$ cat src/rtl/bshift_pkg.sv
// ---------------------------------------------------------------------------
// bshift_pkg
// Shared definitions for the two-requester barrel shifter arbiter.
//   DEF_WIDTH / DEF_SHW / DEF_CNTW : default data, shift-amount and counter widths
//   DIR_LEFT / DIR_RIGHT           : encoding of the per-op direction bit
//   MODE_SHIFT / MODE_ROT          : encoding of the per-op rotate bit
//   slot_state_t                   : one-entry output slot state (SLOT_EMPTY/SLOT_FULL)
// ---------------------------------------------------------------------------
package bshift_pkg;

  localparam int DEF_WIDTH = 8;
  localparam int DEF_SHW   = 3;
  localparam int DEF_CNTW  = 8;

  localparam logic DIR_LEFT   = 1'b0;
  localparam logic DIR_RIGHT  = 1'b1;
  localparam logic MODE_SHIFT = 1'b0;
  localparam logic MODE_ROT   = 1'b1;

  typedef enum logic {
    SLOT_EMPTY = 1'b0,
    SLOT_FULL  = 1'b1
  } slot_state_t;

endpackage

$ cat src/rtl/barrel_shift_core.sv
// ---------------------------------------------------------------------------
// barrel_shift_core
// Purely combinational log2(WIDTH)-stage mux barrel shifter.
//   data   in  WIDTH  operand
//   amt    in  SHW    shift amount, 0..WIDTH-1
//   dir    in  1      DIR_LEFT / DIR_RIGHT
//   rot    in  1      MODE_SHIFT (zero fill) / MODE_ROT (wrap around)
//   result out WIDTH  shifted or rotated operand
// Stage i moves the word by 2**i when amt[i] is set; the stages commute, so
// the total movement is exactly amt.
// ---------------------------------------------------------------------------
module barrel_shift_core
  import bshift_pkg::*;
#(
  parameter int WIDTH = DEF_WIDTH,
  parameter int SHW   = DEF_SHW
) (
  input  logic [WIDTH-1:0] data,
  input  logic [SHW-1:0]   amt,
  input  logic             dir,
  input  logic             rot,
  output logic [WIDTH-1:0] result
);

  logic [WIDTH-1:0] stage [SHW+1];

  assign stage[0] = data;

  for (genvar i = 0; i < SHW; i++) begin : g_stage
    localparam int K = 1 << i;

    logic [WIDTH-1:0] cur;
    logic [K-1:0]     wrap_l;
    logic [K-1:0]     wrap_r;
    logic [WIDTH-1:0] moved;

    assign cur = stage[i];

    // Bits vacated by the move are either zeros or the bits pushed off the
    // opposite end, depending on the mode.
    assign wrap_l = (rot == MODE_ROT) ? cur[WIDTH-1:WIDTH-K] : {K{1'b0}};
    assign wrap_r = (rot == MODE_ROT) ? cur[K-1:0]           : {K{1'b0}};

    assign moved = (dir == DIR_RIGHT) ? {wrap_r, cur[WIDTH-1:K]}
                                      : {cur[WIDTH-1-K:0], wrap_l};

    assign stage[i+1] = amt[i] ? moved : cur;
  end

  assign result = stage[SHW];

endmodule

$ cat src/rtl/barrel_shift_arbiter.sv
// ---------------------------------------------------------------------------
// barrel_shift_arbiter
// Shares one barrel shifter between two requesters with round-robin
// arbitration and a one-entry registered result slot.
//   clk, rst                    clock, synchronous active-high reset
//   inK_valid/ready             requester K handshake (K = 0, 1)
//   inK_data/amt/dir/rot        requester K operand and shift control
//   out_valid/ready             result slot handshake
//   out_data, out_src           shifted result and the requester it came from
//   gcnt0, gcnt1                wrapping count of ops accepted per requester
// ---------------------------------------------------------------------------
module barrel_shift_arbiter
  import bshift_pkg::*;
#(
  parameter int WIDTH = DEF_WIDTH,
  parameter int SHW   = DEF_SHW,
  parameter int CNTW  = DEF_CNTW
) (
  input  logic             clk,
  input  logic             rst,
  input  logic             in0_valid,
  output logic             in0_ready,
  input  logic [WIDTH-1:0] in0_data,
  input  logic [SHW-1:0]   in0_amt,
  input  logic             in0_dir,
  input  logic             in0_rot,
  input  logic             in1_valid,
  output logic             in1_ready,
  input  logic [WIDTH-1:0] in1_data,
  input  logic [SHW-1:0]   in1_amt,
  input  logic             in1_dir,
  input  logic             in1_rot,
  output logic             out_valid,
  input  logic             out_ready,
  output logic [WIDTH-1:0] out_data,
  output logic             out_src,
  output logic [CNTW-1:0]  gcnt0,
  output logic [CNTW-1:0]  gcnt1
);

  slot_state_t      slot_state;
  slot_state_t      slot_next;
  logic             last_grant;
  logic             slot_free;
  logic             grant0;
  logic             grant1;
  logic             granted;
  logic [WIDTH-1:0] sel_data;
  logic [SHW-1:0]   sel_amt;
  logic             sel_dir;
  logic             sel_rot;
  logic [WIDTH-1:0] shifted;

  // The slot can accept a new op when it is empty, or when it is full and
  // the consumer is draining it this very cycle (back-to-back refill).
  // On a tie the requester that did not win last time gets the grant.
  always_comb begin
    slot_free = (slot_state == SLOT_EMPTY) || out_ready;
    grant0    = 1'b0;
    grant1    = 1'b0;
    slot_next = slot_state;

    if (!rst && slot_free) begin
      if (in0_valid && in1_valid) begin
        grant0 = last_grant;
        grant1 = !last_grant;
      end else begin
        grant0 = in0_valid;
        grant1 = in1_valid;
      end
    end

    granted = grant0 || grant1;

    case (slot_state)
      SLOT_EMPTY: if (granted) slot_next = SLOT_FULL;
      SLOT_FULL: begin
        if (granted)        slot_next = SLOT_FULL;
        else if (out_ready) slot_next = SLOT_EMPTY;
      end
      default: slot_next = SLOT_EMPTY;
    endcase
  end

  assign in0_ready = grant0;
  assign in1_ready = grant1;

  // Only the granted op reaches the shifter; requester 0 is the default
  // when nothing is granted since the result is not captured then.
  assign sel_data = grant1 ? in1_data : in0_data;
  assign sel_amt  = grant1 ? in1_amt  : in0_amt;
  assign sel_dir  = grant1 ? in1_dir  : in0_dir;
  assign sel_rot  = grant1 ? in1_rot  : in0_rot;

  barrel_shift_core #(
    .WIDTH (WIDTH),
    .SHW   (SHW)
  ) u_core (
    .data   (sel_data),
    .amt    (sel_amt),
    .dir    (sel_dir),
    .rot    (sel_rot),
    .result (shifted)
  );

  // Reset leaves last_grant pointing at requester 1 so requester 0 wins the
  // first tie. The result registers only move on a grant, so a held result
  // stays stable under backpressure.
  always_ff @(posedge clk) begin
    if (rst) begin
      slot_state <= SLOT_EMPTY;
      last_grant <= 1'b1;
      out_data   <= '0;
      out_src    <= 1'b0;
      gcnt0      <= '0;
      gcnt1      <= '0;
    end else begin
      slot_state <= slot_next;
      if (granted) begin
        out_data   <= shifted;
        out_src    <= grant1;
        last_grant <= grant1;
      end
      if (grant0) gcnt0 <= gcnt0 + CNTW'(1);
      if (grant1) gcnt1 <= gcnt1 + CNTW'(1);
    end
  end

  assign out_valid = (slot_state == SLOT_FULL);

endmodule
$ cat config.mk
export PLATFORM = sky130hd
export DESIGN_NAME = barrel_shift_arbiter
export DESIGN_NICKNAME = d
export VERILOG_FILES = /design/src/rtl/bshift_pkg.sv /design/src/rtl/barrel_shift_core.sv /design/src/rtl/barrel_shift_arbiter.sv
export SDC_FILE = /design/constraint.sdc
export NUM_CORES = 1
export LEC_CHECK = 0
export BUFFER_PORTS_ARGS = -buffer_cell sky130_fd_sc_hd__buf_2
export CORE_MARGIN = 10
export CORE_UTILIZATION = 30
export CTS_CLUSTER_SIZE = 28
export DETAILED_ROUTE_END_ITERATION = 8
export GPL_TIMING_DRIVEN = 0
export PLACE_DENSITY = 0.61
export REMOVE_ABC_BUFFERS = 1
export SYNTH_ARGS = -nofsm -noshare
export SYNTH_HDL_FRONTEND = slang
export SYNTH_HIERARCHICAL = 1
export SYNTH_SLANG_ARGS = --single-unit
$ cat constraint.sdc
create_clock -name clk -period 5 [get_ports clk]
set_input_delay 1 -clock clk [delete_from_list [all_inputs] [get_ports clk]]
set_output_delay 1 -clock clk [all_outputs]
set_load 0.01 [all_outputs]
==> results.json <==
{
  "drt_first_iter_violations": 87,
  "yosysMostFrequentCell": "dfxtp_1",
  "reg2reg_to": "out_data[0]",
  "cp_slowest_cell": "or3_1",
  "ys.flop_type": "dfxtp_1",
  "path_clk_slew_ps": 90,
  "detail_route.first_pass.iterations": 4,
  "seqCellArea_um2": 541,
  "fin_setup_tns_ps": 0,
  "ys_seq_elements": 27,
  "synthAdderAreaFrac_pct": 1.30,
  "synthesis.area_um2": 1930,
  "antenna_found_initial": 0,
  "initial_core_util_pct": 30.6,
  "synth_xor_area_share_pct": 0.907,
  "status": "completed",
  "timing.fmax_mhz": 268,
  "yosysTopAreaCellShare_pct": 28.0,
  "cts_made_buffers": 3,
  "synth_top_family_by_area": "multiplexers",
  "htree_num_levels": 1,
  "cts_hold_buffers": 0,
  "vias": 1857,
  "cp-start-kind": "primary input",
  "ios": 59,
  "r2r_setup_slack_ps": 1880,
  "dp_worst_setup_slack_ps": 1050,
  "cts.sink_count": 27,
  "synth-warning-count": 6,
  "slew_headroom_pct": 44.5,
  "synth_compound_area_share_pct": 20.2,
  "final_core_util_pct": 35.9,
  "num_rows": 29,
  "antennaDiodeCount": 0,
  "coreArea_um2": 6310,
  "crit_fanout": 23,
  "rsz0062_at_grt": "no",
  "worstSkewPairLatency_ps": 270,
  "p_leak_nw": 0.960,
  "ir_drop_mv": 0.109,
  "postCtsSetupBuffers": 0,
  "grt_max_degree": 27,
  "min_to": "gcnt0[7]",
  "endpoint_kind": "output pin",
  "timing.final.hold_violations": 0,
  "cap_violations": 0,
  "drc": 0,
  "grt_pass1_vias": 1745,
  "min_from": "gcnt0[7]",
  "clockBufferDepth": 2,
  "worstPathArrival_ps": 2720,
  "synth_area_leader_cell": "dfxtp_1",
  "required_ps": 4000,
  "setup_slack_ps": 1280,
  "max_stage_delay_ps": 690,
  "area_growth_pct": 17.6,
  "via_per_inst": 5.38,
  "grt_pass1_wl_mm": 8.47,
  "setup_viol": 0,
  "root_buffer": "clkbuf_8",
  "ys_seq_area_share_pct": 28.0,
  "gp_congestion": 0.790,
  "path_class": "primary input to output pin",
  "dieHeight_um": 100,
  "path_buf_inv": 3,
  "cts_tree": "yes",
  "finalCritPeriodShare_pct": 74.5,
  "timing.rr.start": "last_grant",
  "wire_per_inst_um": 14.8,
  "slew_violations": 0,
  "crit_family": "buffers and inverters",
  "crit_path_frequent_cell": "buf_2",
  "die_x_um": 100,
  "path_cells": "buf_2, or3_1, clkinv_1, buf_2",
  "synth-simple-area-share_pct": 21.3,
  "synth.area.mux_share_pct": 22.6,
  "ant_nets": 0,
  "avgSynthCellArea_um2": 8.78,
  "reg2regPathDepth": 8,
  "tightest_slew_ps": 827,
  "fillers": 683,
  "synth_edf_count": 0,
  "async_flop_share_pct": 0,
  "multi_input_area_um2": 1280,
  "synthTopCellsByArea": "dfxtp_1 (28%), mux2i_1 (10%), mux2_2 (8.7%)",
  "globalRoute.totalOverflow": 0,
  "place_hpwl_mm": 3.86,
  "grt_usage_pct": 9.78,
  "dieArea_um2": 10000,
  "layout-drive-gt1-share_pct": 33.2,
  "worstHoldPathCells": 1,
  "nNetsFinal": 302,
  "clock_skew_ps": 2.65,
  "wirelength_mm": 5.10,
  "cts_resized": 0,
  "hold_class": "register to register",
  "port_buffers": 58,
  "min_period_ps": 3720,
  "power.density_nw_per_um2": 223,
  "synth_commonest_cells": "dfxtp_1 (27), nand2_1 (21), mux2i_1 (20)",
  "synth.distinct_cells": 55,
  "synthCells": 220
}
-- kinds of logic after synthesis --
group | after synthesis
compound gates | 56
simple gates | 77
flops | 27
xor+xnor | 2
mux | 38
fa+ha+maj | 2
buf+inv | 18
-- flip-flops by register name (all words and copies together) (netlist names) --
signal and count:
last_grant 1, out_src 1, out_valid 1, out_data 8
gcnt1 8, gcnt0 8
-- per-layer routing --
layer / up-vias / share of wire [%] / global-route usage, %
met5: - / 0 / 0
met4: 0 / 0.27 / 1.63
met3: 2 / 6.8 / 2.95
met2: 53 / 48 / 16.5
met1: 868 / 44 / 12.1
li1: 934 / - / -
-- metrics by stage --
step	total power (W)	hold WS, ps	cell area, um2	cells
final	0.000507	474	2270	345
after CTS	0.000514	474	2270	345
after floorplan	0.000342	478	1840	206
after detailed placement	0.000388	460	2220	341
after global placement	0.000387	446	2220	341
after global routing	0.000544	511	2270	345
-- where the power goes --
group	internal [W]	total, W	switching [W]	leakage [nW]
clock	0.0000558	0.000123	0.0000672	0.0255
sequential	0.000224	0.000230	0.00000586	0.220
combinational	0.0000691	0.000154	0.0000847	0.714
total	0.000349	0.000507	0.000158	0.960
-- worst register-to-register path, delay by kind of cell (launching register included) --
kind	cells	cell delay [ps]
AND/OR/NAND/NOR	3	770
flip-flops	1	340
multiplexers	3	1480
AO/OA/AOI/OAI	2	410
-- layout make-up --
class,count,share of cell area [%]
tap,77,4.24
sequential,27,23.8
clock buffer,3,1.82
inverter,4,0.662
multi-input combinational,175,56.4
clock inverter,1,0.221
timing repair buffer,58,12.8
-- how the worst max path moves through the flow --
stage              start  cells past startpoint  slack, ps     endpoint
2_1_floorplan  in1_valid                      8       1560  out_data[3]
3_3_place_gp         rst                      8       1050  out_data[3]
3_5_place_dp         rst                      8       1050  out_data[0]
4_1_cts              rst                      4       1290    in1_ready
5_1_grt              rst                      8       1080  out_data[3]
6_report             rst                      4       1280    in1_ready
-- layout by cell type, fill, tap and decap left out, drive strengths merged, types with 4 or more instances in the layout --
master  instances
nor2           19
a311oi          4
or3             4
mux2i          20
o22ai           5
a32oi           4
nand2b          5
o21ai          11
nand3           6
a21oi          11
mux2           15
dfxtp          27
buf            58
nand2          23
(Power assumes the default switching activity.)
